`src/rtl/icache_line_filler_pkg.sv`:
```
// icache_pkg: constants, filler state encoding and line-width helper
// shared by the instruction-cache variants and the line filler.
package icache_pkg;
    localparam int BYTE_OFFSET_BITS = 2;
    localparam int BLOCK_SIZE = 4;
    typedef enum logic [1:0] {IDLE, FETCH, RESP, DRAIN} filler_state_e;
    function automatic int line_bits(input int num_blocks);
        return 8 * BLOCK_SIZE * num_blocks;
    endfunction
endpackage

```
`src/rtl/icache_line_filler_if.sv`:
```
// icache_line_filler_if: cache-side line request bus and narrow backing-memory bus.
interface icache_req_if #(parameter int NUM_BLOCKS = 4);
    logic valid;
    logic ready;
    logic [31:0] addr;
    logic [icache_pkg::line_bits(NUM_BLOCKS)-1:0] rdata;
    modport master (output valid, addr, input ready, rdata);
    modport slave (input valid, addr, output ready, rdata);
endinterface

interface icache_bmem_if;
    logic valid;
    logic ready;
    logic [31:0] addr;
    logic [31:0] rdata;
    modport master (output valid, addr, input ready, rdata);
    modport slave (input valid, addr, output ready, rdata);
endinterface

```
`src/rtl/icache_line_filler.sv`:
```
// icache_line_filler: fetches one cache line as NUM_BLOCKS sequential word beats
// and returns it as one wide line with a single-cycle ready pulse.
module icache_line_filler
    import icache_pkg::*;
#(
    parameter int NUM_BLOCKS = 4
) (
    input  logic          clk,
    input  logic          resetn,
    icache_req_if.slave   req,
    icache_bmem_if.master bmem,
    output logic [31:0]   fill_count
);
    localparam int OFFSET_BITS = $clog2(NUM_BLOCKS);
    localparam int LINE_W = line_bits(NUM_BLOCKS);
    localparam logic [31:0] LINE_MASK = 32'((1 << (OFFSET_BITS + BYTE_OFFSET_BITS)) - 1);
    localparam logic [OFFSET_BITS-1:0] LAST = OFFSET_BITS'(NUM_BLOCKS - 1);

    filler_state_e state_q, state_d;
    logic [OFFSET_BITS-1:0] cnt_q, cnt_d;
    logic abort_q, abort_d, bvalid_q, bvalid_d, ready_q, ready_d;
    logic [31:0] addr_q, addr_d, fill_q, fill_d;
    logic [LINE_W-1:0] line_q, line_d;
    logic beat, last, abort_now;

    assign beat = state_q == FETCH && bmem.ready;
    assign last = cnt_q == LAST;
    // a drop of mem_req_valid in the current cycle already ends the in-flight beat's fill
    assign abort_now = abort_q || !req.valid;

    always_ff @(posedge clk or negedge resetn) begin
        if (!resetn) begin
            state_q  <= IDLE;
            cnt_q    <= '0;
            abort_q  <= 1'b0;
            bvalid_q <= 1'b0;
            ready_q  <= 1'b0;
            addr_q   <= '0;
            fill_q   <= '0;
            line_q   <= '0;
        end else begin
            state_q  <= state_d;
            cnt_q    <= cnt_d;
            abort_q  <= abort_d;
            bvalid_q <= bvalid_d;
            ready_q  <= ready_d;
            addr_q   <= addr_d;
            fill_q   <= fill_d;
            line_q   <= line_d;
        end
    end

    always_comb begin
        state_d = state_q;
        case (state_q)
            IDLE:    state_d = req.valid ? FETCH : IDLE;
            FETCH:   state_d = !bmem.ready ? FETCH : abort_now ? IDLE : last ? RESP : FETCH;
            RESP:    state_d = DRAIN;
            DRAIN:   state_d = req.valid ? DRAIN : IDLE;
            default: state_d = IDLE;
        endcase
    end

    always_comb begin
        cnt_d    = cnt_q;
        abort_d  = abort_q;
        bvalid_d = bvalid_q;
        addr_d   = addr_q;
        line_d   = line_q;
        if (state_q == IDLE && req.valid) begin
            addr_d   = req.addr & ~LINE_MASK;
            cnt_d    = '0;
            abort_d  = 1'b0;
            bvalid_d = 1'b1;
        end
        if (state_q == FETCH) abort_d = abort_now;
        if (beat) begin
            line_d[32*cnt_q +: 32] = bmem.rdata;
            bvalid_d = !(last || abort_now);
            cnt_d    = last ? cnt_q : cnt_q + OFFSET_BITS'(1);
            addr_d   = last ? addr_q : addr_q + 32'd4;
        end
        ready_d = state_d == RESP;
        fill_d  = fill_q + 32'(state_q == RESP);
    end

    assign req.ready  = ready_q;
    assign req.rdata  = line_q;
    assign bmem.valid = bvalid_q;
    assign bmem.addr  = addr_q;
    assign fill_count = fill_q;
endmodule

```
`src/flat_wrapper.sv`:
```
// flat-port wrapper written by rule: the top's interface ports become plain ports
module icache_line_filler_flat import icache_pkg::*;
#(
    parameter int NUM_BLOCKS = 4
)
  (clk, resetn, fill_count, req_valid, req_addr, req_ready, req_rdata, bmem_valid, bmem_addr, bmem_ready, bmem_rdata);
  icache_req_if #(.NUM_BLOCKS(NUM_BLOCKS)) req_i ();
  icache_bmem_if bmem_i ();
  input  logic clk;
  input  logic resetn;
  output logic [31:0] fill_count;
  input wire logic [$bits(req_i.valid)-1:0] req_valid;
  input wire logic [$bits(req_i.addr)-1:0] req_addr;
  output wire logic [$bits(req_i.ready)-1:0] req_ready;
  output wire logic [$bits(req_i.rdata)-1:0] req_rdata;
  output wire logic [$bits(bmem_i.valid)-1:0] bmem_valid;
  output wire logic [$bits(bmem_i.addr)-1:0] bmem_addr;
  input wire logic [$bits(bmem_i.ready)-1:0] bmem_ready;
  input wire logic [$bits(bmem_i.rdata)-1:0] bmem_rdata;
  assign req_i.valid = req_valid;
  assign req_i.addr = req_addr;
  assign req_ready = req_i.ready;
  assign req_rdata = req_i.rdata;
  assign bmem_valid = bmem_i.valid;
  assign bmem_addr = bmem_i.addr;
  assign bmem_i.ready = bmem_ready;
  assign bmem_i.rdata = bmem_rdata;
  icache_line_filler #(.NUM_BLOCKS(NUM_BLOCKS)) u_core (.clk(clk), .resetn(resetn), .req(req_i), .bmem(bmem_i), .fill_count(fill_count));
endmodule
```
`config.mk`:
```
export PLATFORM = sky130hd
export DESIGN_NAME = icache_line_filler_flat
export DESIGN_NICKNAME = d
export VERILOG_FILES = /design/src/rtl/icache_line_filler_pkg.sv /design/src/rtl/icache_line_filler_if.sv /design/src/rtl/icache_line_filler.sv /design/src/flat_wrapper.sv
export SDC_FILE = /design/constraint.sdc
export NUM_CORES = 1
export LEC_CHECK = 0
export BUFFER_PORTS_ARGS = -buffer_cell sky130_fd_sc_hd__buf_2
export CORE_MARGIN = 1.5
export CORE_UTILIZATION = 58
export CTS_BUF_LIST = sky130_fd_sc_hd__clkbuf_8
export DETAILED_ROUTE_END_ITERATION = 7
export PLACE_DENSITY = 0.88
export SLEW_MARGIN = 40
export SYNTH_ARGS = -nofsm -noshare
export SYNTH_HDL_FRONTEND = slang
export SYNTH_SLANG_ARGS = --single-unit
```
`constraint.sdc`:
```
create_clock -name clk -period 3.25 [get_ports clk]
set_clock_uncertainty 0.2 [all_clocks]
set_input_delay 0.1625 -clock clk [delete_from_list [all_inputs] [get_ports clk]]
set_output_delay 0.1625 -clock clk [all_outputs]
set_load 0.005 [all_outputs]
```
; Yosys cells after proc, flatten, opt, wreduce, memory -nomap -nowiden
; Index checks and enable logic that the tools add are counted.
[totals]
ram_bits = 0
regBits = 199
mem_bits_ro = 0
in_bits = 68
out_inout_bits = 194
memories = 0
elab_cells = 47
latchBits = 0
[classes]
n_div = 0
muxes = 17
n_eq_ne = 6
n_reduce_logical = 10
magnitude_cmp = 0
add_sub_neg = 4
shift = 2
n_bitwise = 0
n_mul = 0
[op_table]
columns = op, count
row1 = bitwise mux 128 bit, 1
row2 = "variable shift 32 x 34 -> 128 bit, first input constant", 1
row3 = variable part select 32 x 34 -> 128 bit, 1
row4 = 2-to-1 mux 32 bit, 3
row5 = negator 7 -> 34 bit, 1
row6 = adder 32 x 1 -> 32 bit, 1
row7 = "adder 32 x 3 -> 32 bit, second input constant", 1
row8 = 2-to-1 mux 2 bit, 7
row9 = "== test 2 bit, second input constant", 4
row10 = case mux 2 bit (4 select lines), 1
row11 = 2-to-1 mux 1 bit, 5
row12 = nonzero test 2 bit, 2
row13 = "adder 2 x 1 -> 2 bit, second input constant", 1
row14 = "== test 2 x 1 -> 1 bit, second input constant", 1
row15 = logical AND 1 bit, 2
row16 = logical NOT 1 bit, 2
row17 = logical NOT 2 bit, 1
row18 = logical OR 1 bit, 2
row19 = "!= test 2 bit, second input constant", 1
row20 = AND reduction 2 bit, 1

; Logic depth before layout (Yosys ltp)
; Gate-level depths: netlist of run 1.
[depth]
ltp_word = 6
ltp_mapped = 9
mapped_depth_nobuf = 7

; Worst setup path before layout of run 1
; No wires, ideal clock.
[synth_timing]
kind = register to register
from = register u_core.state_q[1]
to = register u_core.fill_q[30] (netlist: u_core.fill_count[30])
stages_incl_launch_ff = 9
n_path_buf = 1
synth_period_minus_slack_ns = 2.111
setup_time_ns = 0.123
slack_ns = 1.139
arrival_ns = 1.788
t_required_ns = 2.927
path_cell_list = dfrtp_1 -> buf_6 -> nor2b_1 -> ha_1 -> ha_1 -> nand3_1 -> nor3_1 -> nand3_1 -> xnor2_1
[synth_via]
elab_chain_len = 2
[synth_rtl]
columns = item, line
row1 = "start, declared", icache_line_filler.sv:19  ; filler_state_e state_q, state_d;
row2 = "start signal, assigned", icache_line_filler.sv:42  ; state_q <= state_d;
row3 = == test 2 bit, icache_line_filler.sv:84  ; fill_d = fill_q + 32'(state_q == RESP);
row4 = adder 32 x 1 -> 32 bit, icache_line_filler.sv:84
row5 = net u_core.fill_d[30], icache_line_filler.sv:22  ; logic [31:0] addr_q, addr_d, fill_q, fill_d;
row6 = "end signal, assigned", icache_line_filler.sv:48  ; fill_q <= fill_d;
row7 = "end, declared", icache_line_filler.sv:22
; The timed path passes the listed nets, and every way through them passes these cells.
; A chain may end at the register's enable or synchronous reset.

; Worst setup path after layout of run 1
[layout_timing]
from = register u_core.cnt_q[0]
to = register u_core.addr_q[28] (netlist: u_core.bmem.addr[28])
[layout_via]
elab_chain_len = 3
[layout_rtl]
columns = item, line
row1 = "start, declared", icache_line_filler.sv:20  ; logic [OFFSET_BITS-1:0] cnt_q, cnt_d;
row2 = "start signal, assigned", icache_line_filler.sv:43  ; cnt_q <= cnt_d;
row3 = == test 2 bit, icache_line_filler.sv:27  ; assign last = cnt_q == LAST;
row4 = != test 2 bit (no line), -
row5 = AND reduction 2 bit (no line), -
row6 = "end signal, assigned", icache_line_filler.sv:47  ; addr_q <= addr_d;
row7 = "end, declared", icache_line_filler.sv:22
; Every way passes these cells.

==> metrics.md, run 1 <==
| Metric | Value |
|---|---|
| Result of the run | finished, final reports clean |
| Count of warnings emitted by yosys | 0 |
| DRC | 0 |
| Nets@finish | around 1.3k |
| Largest fanout on the critical path | 8 |
| Setup total negative slack | 0 ns |
| Bufs on Longest Clock Path | 2 |
| Fin. max-slew vios | 0 |
| Clock tree from TritonCTS | yes |
| Total of hold buffers inserted after clock tree synthesis | 63 |
| Buffer count from post-CTS setup fixing | 0 |
| Share of final-layout standard cells stronger than drive strength 1 | 0.255 |
| Via count of the first global-routing pass | 8309 |
| Number of buffers created by CTS | 17 |
| Top Ports | 262 |
| Setup violations, final | 0 |
| Post-detailed-route via-to-cell ratio | just under 6 |
| WS Path Type | flip-flop to flip-flop |
| H-tree level count | 4 |
| Vert. Die Dim | about 130 µm |
| Number of maximum-capacitance violations | 0 |
| GRT overflow | 0 |
| Endpoint kind of the worst setup timing path | flip-flop |
| Number of iterations in the first detailed-routing pass | 5 |
| Post-route minimum period | roughly 2.7 ns |
| Post-CTS resize count | 0 |
| Power per cell area | between 700 and 800 nW/µm² |
| Number of design-rule violations left by the first detailed-router iteration | roughly 860 |
| Unrepaired setup endpoints after global routing | no |
| HPWL after detailed placement | around 16 mm |
| Synth area leader | sky130_fd_sc_hd__dfrtp_1 |
| Share of flip-flops with an asynchronous set or reset after synthesis | 1.00 |
| Combined area of all synthesized cells | around 8700 µm² |
| Global placement routability congestion | between 0.8 and 0.9 |
| Final design area excluding fillers | between 10000 and 15000 µm² |
| Initial cell density of the core | 0.597 |
| Dominant register cell in the synthesized netlist | sky130_fd_sc_hd__dfrtp_1 |
| Worst Max-Slew Pin Slew | ~0.63 ns |
| Die Area | 15800 µm² |
| IR Drop Worst-Case VDD | approximately 0.44 mV |
| Area of the core | between 10000 and 15000 µm² |
| Total wire length | approximately 25 mm |
| Final Hold Fails | 0 |
| Antenna violations before repair | 0 |
| Startpoint type of the worst setup path | flip-flop |
| Vias after detailed routing | around 8.3k |
| Floorplan die width | approximately 130 µm |
| Power consumption | ~8 mW |
| Number of synthesized register bits | just under 200 |
| Placed instance count | roughly 1.3k |
| Critical Path RT | approximately 3.4 ns |
| Remaining antenna violation count after routing | 0 |
| Max-Slew Margin vs Limit | 0.577 |
| Clock tree root buffer cell | sky130_fd_sc_hd__clkbuf_8 |
| Arrival @ worst endpoint | about 2.8 ns |
| Latest clock arrival within the worst-skew pair | 0.47 ns |
| Hold Path Class | input port to asynchronous set/reset pin |
| Leakage power | ~5.5 nW |
| Global-route wire length before repair | about 41 mm |
| Final worst path period share | 0.834 |
| Number of enable-type register cells in the synthesized netlist | 0 |
| Layout Area Growth over Synthesis | 28.4% |
| Port Buffers | roughly 260 |
| Distinct cell type count after synthesis | 58 |
| Pin count of the biggest net entering global routing | a little over 90 |
| Rows | 44 |
| Number of instances in the synthesized netlist | 943 |
| Clock-pin slew on the worst setup and hold paths | 0.10 ns |
| All-layer global routing usage | 0.327 |
| Register area share after synthesis | 0.566 |
| Antenna Cells | 0 |
| Average cell area after synthesis | around 9.2 µm² |
| Area after DPL | between 10000 and 15000 µm² |
| Post-route non-filler standard cell count | 1440 |
| Dominant cells by area after synthesis | sky130_fd_sc_hd__dfrtp_1, sky130_fd_sc_hd__nand2_1, sky130_fd_sc_hd__o21ai_0, sky130_fd_sc_hd__xnor2_1, sky130_fd_sc_hd__clkbuf_1 |
| Routed len/inst | between 15 and 20 µm |
| Achievable clock frequency | around 370 MHz |
| Sink count of the clock tree | 197 |
| Area share of the largest cell type after synthesis | 0.566 |
## flip-flops by register name, indices dropped and copies added (netlist names)
register / cells
u_core.state_q: 2
u_core.abort_q: 1
u_core.req.ready: 1
u_core.req.rdata: 128
u_core.cnt_q: 2
u_core.bmem.addr: 30
u_core.fill_count: 32
u_core.bmem.valid: 1
## worst max-delay path, stage by stage (launching register included)
cell                       delay, ns
sky130_fd_sc_hd__dfrtp_1        0.51
sky130_fd_sc_hd__ha_1           0.42
sky130_fd_sc_hd__and4bb_2       0.34
sky130_fd_sc_hd__nor2_1         0.51
sky130_fd_sc_hd__nor3_1         0.16
sky130_fd_sc_hd__a211oi_1       0.32
sky130_fd_sc_hd__a211oi_1       0.09
## placed cells by master (no fill, tap or decap), drive strengths merged, types with 8 or more instances in the layout
| cell type | netlist | final |
|---|---|---|
| xnor2 | 22 | 22 |
| nor3 | 14 | 14 |
| clkbuf | 39 | 18 |
| a21oi | 26 | 26 |
| buf | 14 | 269 |
| dfrtp | 197 | 197 |
| nor2 | 27 | 27 |
| xor2 | 8 | 8 |
| dlygate4sd3 | 0 | 63 |
| nand2 | 300 | 300 |
| and4 | 10 | 10 |
| o21ai | 147 | 147 |
| nand4 | 17 | 17 |
| ha | 9 | 9 |
| nand3 | 24 | 24 |
| inv | 8 | 13 |
| o22ai | 11 | 11 |
## per-layer routing
| layer | up-vias | track usage | wire [µm] |
|---|---|---|---|
| met2 | 480 | 0.522 | 12100 |
| met3 | 102 | 0.0736 | 2030 |
| met1 | 3913 | 0.422 | 9870 |
| met5 | - | 0 | 0 |
| li1 | 3809 | - | - |
| met4 | 0 | 0.170 | 1160 |
## layout make-up
class                           count  area [µm²]
Timing Repair Buffer              333        2040
Clock buffer                       17         234
Inverter                            8        30.0
Multi-Input combinational cell    686        3560
Fill cell                         956        3410
Clock inverter                     15         155
Sequential cell                   197        4930
Tap cell                          184         230
## Yosys cell counts, drive strengths merged, types with 5 or more instances
master and count:
a211oi 5, a21oi 26, and2 5, and3 6, and4 10, buf 14
clkbuf 39, dfrtp 197, ha 9, inv 8, nand2 300, nand3 24
nand4 17, nor2 27, nor3 14, nor3b 6, nor4 5, o21ai 147
o22ai 11, xnor2 22, xor2 8
## cells by family (layout without fill, tap and decap cells)
group                    count (synthesis)  count (layout)  synth area share
XOR/XNOR                                30              30            0.0302
AND/OR/NAND/NOR                        430             430             0.222
other                                    1               2          0.000431
multiplexers                             1               1           0.00115
adder cells (fa/ha/maj)                  9               9            0.0129
AO/OA/AOI/OAI                          214             214             0.137
flip-flops                             197             197             0.566
buffers and inverters                   61             373            0.0305
## power breakdown
part	switching [mW]	total, mW	internal (mW)
clock network	0.885	1.58	0.691
logic	1.69	2.83	1.14
registers	0.593	3.73	3.14
total	3.16	8.14	4.97
## per-stage QoR
stage / utilization / setup WS, ns / hold slack (ns)
floorplan: - / 1.14 / -0.333
global placement: 0.696 / 0.729 / -0.0111
detailed placement: 0.696 / 0.681 / -0.00867
CTS: 0.766 / 0.651 / 0.0253
global route: 0.766 / 0.403 / 0.0694
finish: 0.766 / 0.539 / 0.0300
## path summary, 6_finish.rpt
check | slack, ns | start | cells after the start | to
setup / recovery | 0.54 | u_core.cnt_q[0] | 6 | u_core.bmem.addr[28]
hold / removal | 0.03 | resetn | 2 | u_core.bmem.addr[14]
setup reg to reg | 0.54 | u_core.cnt_q[0] | 6 | u_core.bmem.addr[28]
hold reg to reg | 0.28 | u_core.fill_count[31] | 1 | u_core.fill_count[31]
max in group asynchronous | 1.87 | resetn | 3 | u_core.req.rdata[7]
min in group clk | 0.25 | req_addr[31] | 4 | u_core.bmem.addr[31]
(Power assumes the default switching activity.)
==> inputs of run 2 (changes only) <==
--- a/config.mk
+++ b/config.mk
@@ -5,12 +5,13 @@
 export SDC_FILE = /design/constraint.sdc
 export NUM_CORES = 1
 export LEC_CHECK = 0
+export ABC_AREA = 1
 export BUFFER_PORTS_ARGS = -buffer_cell sky130_fd_sc_hd__buf_2
 export CORE_MARGIN = 1.5
-export CORE_UTILIZATION = 58
+export CORE_UTILIZATION = 55
 export CTS_BUF_LIST = sky130_fd_sc_hd__clkbuf_8
 export DETAILED_ROUTE_END_ITERATION = 7
-export PLACE_DENSITY = 0.88
+export PLACE_DENSITY = 0.83
 export SLEW_MARGIN = 40
 export SYNTH_ARGS = -nofsm -noshare
 export SYNTH_HDL_FRONTEND = slang
==> constraint.sdc (replaced) <==
create_clock -name clk -period 2.82 [get_ports clk]
set_clock_uncertainty 0.2 [all_clocks]
set_input_delay 0.141 -clock clk [delete_from_list [all_inputs] [get_ports clk]]
set_output_delay 0.141 -clock clk [all_outputs]
set_load 0.005 [all_outputs]
==> run 2 against run 1 <==
Compared with the run above:
- die area grew 16%
- count of clock-buffer cells in the layout is 1 higher
- combinational power increased by 50%
- sequential share of layout area shrank 3.6 points
- global-route usage about the same
- wire length up 17%
- final area rose by 9.0%
- maximum frequency up 13%
- critical path type unchanged
==> metrics.md, run 2 <==
| Metric | Value |
|---|---|
| Number of flip-flops under the largest register name | roughly 130 |
| Synth cell count leaders | sky130_fd_sc_hd__nand2_1, sky130_fd_sc_hd__dfrtp_1, sky130_fd_sc_hd__nand3_1 |
| Share of final-layout standard cells stronger than drive strength 1 | 0.224 |
| Total wire length | between 20 and 30 mm |
| Number of synthesized register bits | 197 |
| Number of enable-type register cells in the synthesized netlist | 0 |
| IR Drop Worst-Case VDD | roughly 0.48 mV |
| Setup total negative slack | 0 ns |
| HPWL after detailed placement | around 20 mm |
| Remaining antenna violation count after routing | 0 |
| All-layer global routing usage | 0.327 |
| Unrepaired setup endpoints after global routing | no |
| Post-detailed-route via-to-cell ratio | approximately 5.5 |
| Flop pwr share | 0.411 |
| Routed len/inst | between 15 and 20 µm |
| Area of the core | 17200 µm² |
| Port Buffers | 255 |
| Antenna violations before repair | 0 |
| Final setup slack of the worst path | approximately 0.42 ns |
| Combined area of all synthesized cells | ~9700 µm² |
| Final Hold Fails | 0 |
| Bufs on Longest Clock Path | 2 |
| Final worst path period share | 0.850 |
| Startpoint of the lowest-slack register-to-register path | u_core.state_q[1] |
| Achievable clock frequency | 417 MHz |
| Final design utilization | 0.707 |
| Power consumption | 10.4 mW |
| H-tree level count | 4 |
| Nets@finish | ~1.6k |
| Clock tree root buffer cell | sky130_fd_sc_hd__clkbuf_8 |
| Net switching power | approximately 4.5 mW |
| Commonest cells after routing, fill and taps aside | sky130_fd_sc_hd__nand2_1, sky130_fd_sc_hd__buf_2, sky130_fd_sc_hd__dfrtp_1 |
| FILL cells | between 1k and 1.5k |
| Count of warnings emitted by yosys | 0 |
| Power per cell area | approximately 850 nW/µm² |
| Most frequent standard cell in the layout excluding fill and tap cells | sky130_fd_sc_hd__nand2_1 |
| Result of the run | finished, final reports clean |
| Post-route minimum period | around 2.4 ns |
| GRT overflow | 0 |
| Fin. max-slew vios | 0 |
| Top Ports | roughly 260 |
| Fraction of power spent switching nets | 0.435 |
| WS Path Type | flip-flop to flip-flop |
| Clock-pin slew on the worst setup and hold paths | roughly 0.1 ns |
| Distinct cell type count after synthesis | 35 |
| Clock share of power | 0.181 |
| Rows | 48 |
| Clock tree from TritonCTS | yes |
| Number of maximum-capacitance violations | 0 |
| Share of flip-flops with an asynchronous set or reset after synthesis | 1.00 |
| Worst reg2reg path endpoint | u_core.fill_count[18] |
| Number of iterations in the first detailed-routing pass | 6 |
| Via count of the first global-routing pass | between 9k and 10k |
| Setup violations, final | 0 |
| Hold Path Class | input port to asynchronous set/reset pin |
| Register area share after synthesis | 0.511 |
| Number of buffers created by CTS | 17 |
| Leakage power | approximately 6.5 nW |
| Area share of the largest cell type after synthesis | 0.511 |
| Floorplan die width | roughly 140 µm |
| Worst Max-Slew Pin Slew | ~0.79 ns |
| Cell internal pwr | about 5.9 mW |
| Global placement routability congestion | 0.909 |
| Synth area leader | sky130_fd_sc_hd__dfrtp_1 |
| DRC | 0 |
| Sink count of the clock tree | roughly 200 |
| Number of design-rule violations left by the first detailed-router iteration | 707 |
| Arrival @ worst endpoint | about 2.6 ns |
| Final-layout worst hold slack | between 0.04 and 0.05 ns |
| Initial cell density of the core | 0.560 |
| Vert. Die Dim | around 140 µm |
| Combinational power share | 0.408 |
| Pin count of the biggest net entering global routing | 74 |
| Dominant register cell in the synthesized netlist | sky130_fd_sc_hd__dfrtp_1 |
| Max-Slew Margin vs Limit | 0.472 |
| Endpoint kind of the worst setup timing path | flip-flop |
| Startpoint type of the worst setup path | flip-flop |
| Most instantiated library cell after synthesis | sky130_fd_sc_hd__nand2_1 |
| Length in cells of the worst reg-to-reg path | 10 |
| Setup slack at placement | just over 0.4 ns |
| Die Area | approximately 18000 µm² |
| Critical Path RT | a little under 3 ns |
| Global-route wire length before repair | around 47 mm |
| Average cell area after synthesis | ~8.1 µm² |
| Largest fanout on the critical path | 5 |
| Latest clock arrival within the worst-skew pair | around 0.46 ns |
| Layout Area Growth over Synthesis | 26.3% |
| Flop-to-flop setup slack | approximately 0.42 ns |
| Number of instances in the synthesized netlist | between 1k and 1.5k |
| Antenna Cells | 0 |
| Vias after detailed routing | 9564 |
| Dominant cells by area after synthesis | sky130_fd_sc_hd__dfrtp_1, sky130_fd_sc_hd__nand2_1, sky130_fd_sc_hd__nand3_1, sky130_fd_sc_hd__o21ai_0, sky130_fd_sc_hd__nand4_1 |
-- run 2: worst max-delay path by stage --
stage | start | endpoint | slack [ns] | depth (start not counted)
finish | u_core.state_q[1] | u_core.fill_count[18] | 0.42 | 10
global route | u_core.state_q[1] | u_core.fill_count[18] | 0.22 | 10
CTS | u_core.state_q[0] | u_core.fill_count[18] | 0.40 | 9
detailed placement | u_core.state_q[0] | u_core.fill_count[18] | 0.40 | 9
global placement | u_core.state_q[0] | u_core.fill_count[18] | 0.51 | 9
floorplan | u_core.cnt_q[0] | u_core.req.rdata[83] | 0.48 | 11
-- run 2: per-stage QoR --
stage                     instances  instance area (µm²)
after floorplan                1197                 9650
after detailed placement       1634                11100
after global routing           1729                12200
after CTS                      1729                12200
after global placement         1634                11100
final                          1729                12200
-- run 2: area by class of cell --
class | count | area (µm²) | area share
Sequential cell | 197 | 4930 | 0.405
Inverter | 65 | 244 | 0.0200
Timing Repair Buffer | 343 | 2150 | 0.177
Multi-Input combinational cell | 867 | 4170 | 0.342
Clock inverter | 14 | 160 | 0.0131
Tap cell | 225 | 282 | 0.0231
Clock buffer | 18 | 248 | 0.0203
-- run 2: power by group through the flow --
stage,Clock [mW],Combinational [mW],Sequential [mW]
2_1_floorplan,0,2.27,4.26
3_3_place_gp,0,4.02,4.27
3_5_place_dp,0,4.12,4.28
4_1_cts,1.92,4.19,4.25
5_1_grt,2.04,4.70,4.37
6_report,1.88,4.24,4.27
-- run 2: repair_timing --
item                                   CTS  global route
buffers inserted                         0             0
endpoints found under the hold margin  356             0
hold buffers                            63             0
gates resized for setup                  0             0
-- run 2: cells by family after synthesis --
| logic type | count (synthesis) | synth area share |
|---|---|---|
| compound gates | 180 | 0.0963 |
| xor+xnor | 31 | 0.0281 |
| fa+ha+maj | 9 | 0.0117 |
| buf+inv | 133 | 0.0586 |
| flops | 197 | 0.511 |
| other cells | 1 | 0.000389 |
| simple gates | 645 | 0.294 |
-- run 2: layer usage --
layer / vias to the layer above / share of wire / track usage
met5: - / 0 / 0
met4: 0 / 0.025 / 0.133
met3: 59 / 0.084 / 0.0730
met2: 449 / 0.49 / 0.542
met1: 4507 / 0.40 / 0.418
li1: 4549 / - / -
-- run 2: worst max-delay path, stage by stage (launching register included) --
cell and delay, ns:
sky130_fd_sc_hd__dfrtp_1 0.39, sky130_fd_sc_hd__inv_1 0.07, sky130_fd_sc_hd__nor2_1 0.21, sky130_fd_sc_hd__ha_1 0.23, sky130_fd_sc_hd__ha_1 0.23, sky130_fd_sc_hd__nand3_2 0.16
sky130_fd_sc_hd__nor2_2 0.18, sky130_fd_sc_hd__nand2_1 0.15, sky130_fd_sc_hd__nor2_1 0.21, sky130_fd_sc_hd__nand3_1 0.12, sky130_fd_sc_hd__xnor2_1 0.14
==> inputs of run 3 (changes only) <==
--- a/config.mk
+++ b/config.mk
@@ -8,10 +8,10 @@
 export ABC_AREA = 1
 export BUFFER_PORTS_ARGS = -buffer_cell sky130_fd_sc_hd__buf_2
 export CORE_MARGIN = 1.5
-export CORE_UTILIZATION = 55
+export CORE_UTILIZATION = 49
 export CTS_BUF_LIST = sky130_fd_sc_hd__clkbuf_8
 export DETAILED_ROUTE_END_ITERATION = 7
-export PLACE_DENSITY = 0.83
+export PLACE_DENSITY = 0.78
 export SLEW_MARGIN = 40
 export SYNTH_ARGS = -nofsm -noshare
 export SYNTH_HDL_FRONTEND = slang
==> constraint.sdc (replaced) <==
create_clock -name clk -period 2.2 [get_ports clk]
set_clock_uncertainty 0.2 [all_clocks]
set_input_delay 0.11 -clock clk [delete_from_list [all_inputs] [get_ports clk]]
set_output_delay 0.11 -clock clk [all_outputs]
set_load 0.005 [all_outputs]
==> run 3 against run 2 <==
Compared with the run above:
- combinational power is 33% higher
- global-route usage down 2.9 points
- non-clock buffer count is 20 higher
- maximum frequency is 15% higher
- sequential share of layout area is 0.90 points lower
- largest power group is now combinational cells
- critical path depth shrank 2
- largest cell class unchanged
- cell count is 3.5% higher
- sequential cell count did not move
- register-to-register slack worse by 0.31 ns
- count of clock-buffer cells in the layout fell by 1
- wire length up 2.8%
==> metrics.md, run 3 (synthesis gave the netlist of run 2 again) <==
| Metric | Value |
|---|---|
| Post-detailed-route via-to-cell ratio | between 5 and 6 |
| Setup total negative slack | 0 ns |
| Initial cell density of the core | 0.497 |
| Startpoint of the lowest-slack register-to-register path | u_core.cnt_q[0] |
| Hold Path Class | input port to flip-flop |
| Pin count of the biggest net entering global routing | between 50 and 60 |
| Remaining antenna violation count after routing | 0 |
| Layout Area Growth over Synthesis | 29.2% |
| Sink count of the clock tree | slightly below 200 |
| DRC | 0 |
| Top Ports | roughly 260 |
| Nets@finish | between 1.5k and 2k |
| Result of the run | finished, final reports clean |
| Worst reg2reg path endpoint | u_core.req.rdata[62] |
| Final Hold Fails | 0 |
| WS Path Type | flip-flop to flip-flop |
| Number of buffers created by CTS | 17 |
| Endpoint kind of the worst setup timing path | flip-flop |
| Max-Slew Margin vs Limit | 0.496 |
| Length in cells of the worst reg-to-reg path | 8 |
| Clock-pin slew on the worst setup and hold paths | between 0.1 and 0.15 ns |
| Bufs on Longest Clock Path | 2 |
| Floorplan die width | between 100 and 150 µm |
| Fin. max-slew vios | 0 |
| Final setup slack of the worst path | approximately 0.11 ns |
| First element of the critical path | u_core.cnt_q[0] |
| Arrival @ worst endpoint | 2.31 ns |
| Latest clock arrival within the worst-skew pair | approximately 0.48 ns |
| Antenna Cells | 0 |
| FILL cells | approximately 1.7k |
| Worst setup path end | u_core.req.rdata[62] |
| Critical Path RT | about 2.4 ns |
| Share of final-layout standard cells stronger than drive strength 1 | 0.236 |
| Setup violations, final | 0 |
| Vias after detailed routing | 9658 |
| Setup slack at placement | -0.121 ns |
| Global placement routability congestion | approximately 0.9 |
| All-layer global routing usage | 0.298 |
| Unrepaired setup endpoints after global routing | no |
| Routed len/inst | around 17 µm |
| Largest fanout on the critical path | 35 |
| Vert. Die Dim | 143 µm |
| Number of design-rule violations left by the first detailed-router iteration | 649 |
| Power per cell area | 1090 nW/µm² |
| Rows | 51 |
| Number of iterations in the first detailed-routing pass | 5 |
| H-tree level count | 4 |
| Number of maximum-capacitance violations | 0 |
| Antenna violations before repair | 0 |
| Clock tree root buffer cell | sky130_fd_sc_hd__clkbuf_8 |
| Most frequent standard cell in the layout excluding fill and tap cells | sky130_fd_sc_hd__nand2_1 |
| Via count of the first global-routing pass | 9426 |
| Post-route minimum period | 2.09 ns |
| Number of flip-flops under the largest register name | 128 |
| HPWL after detailed placement | between 20 and 25 mm |
| Flop-to-flop setup slack | ~0.11 ns |
| Die Area | around 21000 µm² |
| Final worst path period share | 0.948 |
| Port Buffers | ~260 |
| Global-route wire length before repair | ~48 mm |
| GRT overflow | 0 |
| Commonest cells after routing, fill and taps aside | sky130_fd_sc_hd__nand2_1, sky130_fd_sc_hd__buf_2, sky130_fd_sc_hd__dfrtp_1 |
| Area of the core | around 19000 µm² |
| Total wire length | 30.1 mm |
| Achievable clock frequency | roughly 480 MHz |
| IR Drop Worst-Case VDD | between 0.5 and 0.6 mV |
| Leakage power | between 6 and 7 nW |
| Clock tree from TritonCTS | yes |
| Startpoint type of the worst setup path | flip-flop |
| Worst Max-Slew Pin Slew | approximately 0.75 ns |
[run 3: layer usage]
metal | track usage | wire length (µm) | part of all wire
met5 | 0 | 0 | 0
met1 | 0.372 | 12000 | 0.40
met2 | 0.500 | 14600 | 0.49
met4 | 0.100 | 706 | 0.023
met3 | 0.0826 | 2790 | 0.093
[run 3: layout make-up]
type	instances	area [µm²]	share of cell area
Clock buffer	17	234	0.0188
Clock inverter	15	188	0.0151
Multi-Input combinational cell	867	4190	0.336
Timing Repair Buffer	363	2340	0.188
Tap cell	265	332	0.0266
Sequential cell	197	4930	0.396
Inverter	65	246	0.0198
[run 3: per-stage QoR]
stage	total power [mW]	hold WS [ns]	instances	instance area, µm²	util
2_1_floorplan	8.37	-0.386	1197	9660	-
3_3_place_gp	10.8	-0.0937	1692	11400	0.586
3_5_place_dp	11.0	-0.0924	1692	11400	0.586
4_1_cts	13.6	0.196	1788	12400	0.641
5_1_grt	14.6	0.236	1789	12500	0.643
6_report	13.6	0.226	1789	12500	0.643
[run 3: how the worst min path moves through the flow]
| stage | start | end | cells past startpoint |
|---|---|---|---|
| floorplan | resetn | u_core.abort_q | 0 |
| global placement | resetn | u_core.fill_count[25] | 1 |
| detailed placement | resetn | u_core.fill_count[25] | 1 |
| CTS | bmem_rdata[24] | u_core.req.rdata[24] | 4 |
| global route | bmem_rdata[15] | u_core.req.rdata[15] | 4 |
| finish | bmem_rdata[24] | u_core.req.rdata[24] | 4 |
[run 3: report_power, final]
| group | internal (mW) | switching, mW |
|---|---|---|
| clock network | 0.971 | 1.47 |
| registers | 4.63 | 0.854 |
| logic | 2.08 | 3.59 |
[run 3: critical path: stages (launching register included)]
cell and delay (ns):
sky130_fd_sc_hd__dfrtp_2 0.39, sky130_fd_sc_hd__buf_6 0.29, sky130_fd_sc_hd__buf_6 0.29, sky130_fd_sc_hd__ha_1 0.19, sky130_fd_sc_hd__inv_1 0.07, sky130_fd_sc_hd__nor2_2 0.14
sky130_fd_sc_hd__buf_6 0.24, sky130_fd_sc_hd__nand4_1 0.12, sky130_fd_sc_hd__nand2_1 0.09
[run 3: repair_timing]
item | in CTS | in global routing
endpoints found under the setup margin | 25 | 24
gates resized for setup | 3 | 8
hold buffers | 64 | 0
setup buffers | 0 | 1
hold endpoints to repair | 358 | 0
pin swaps | 0 | 1
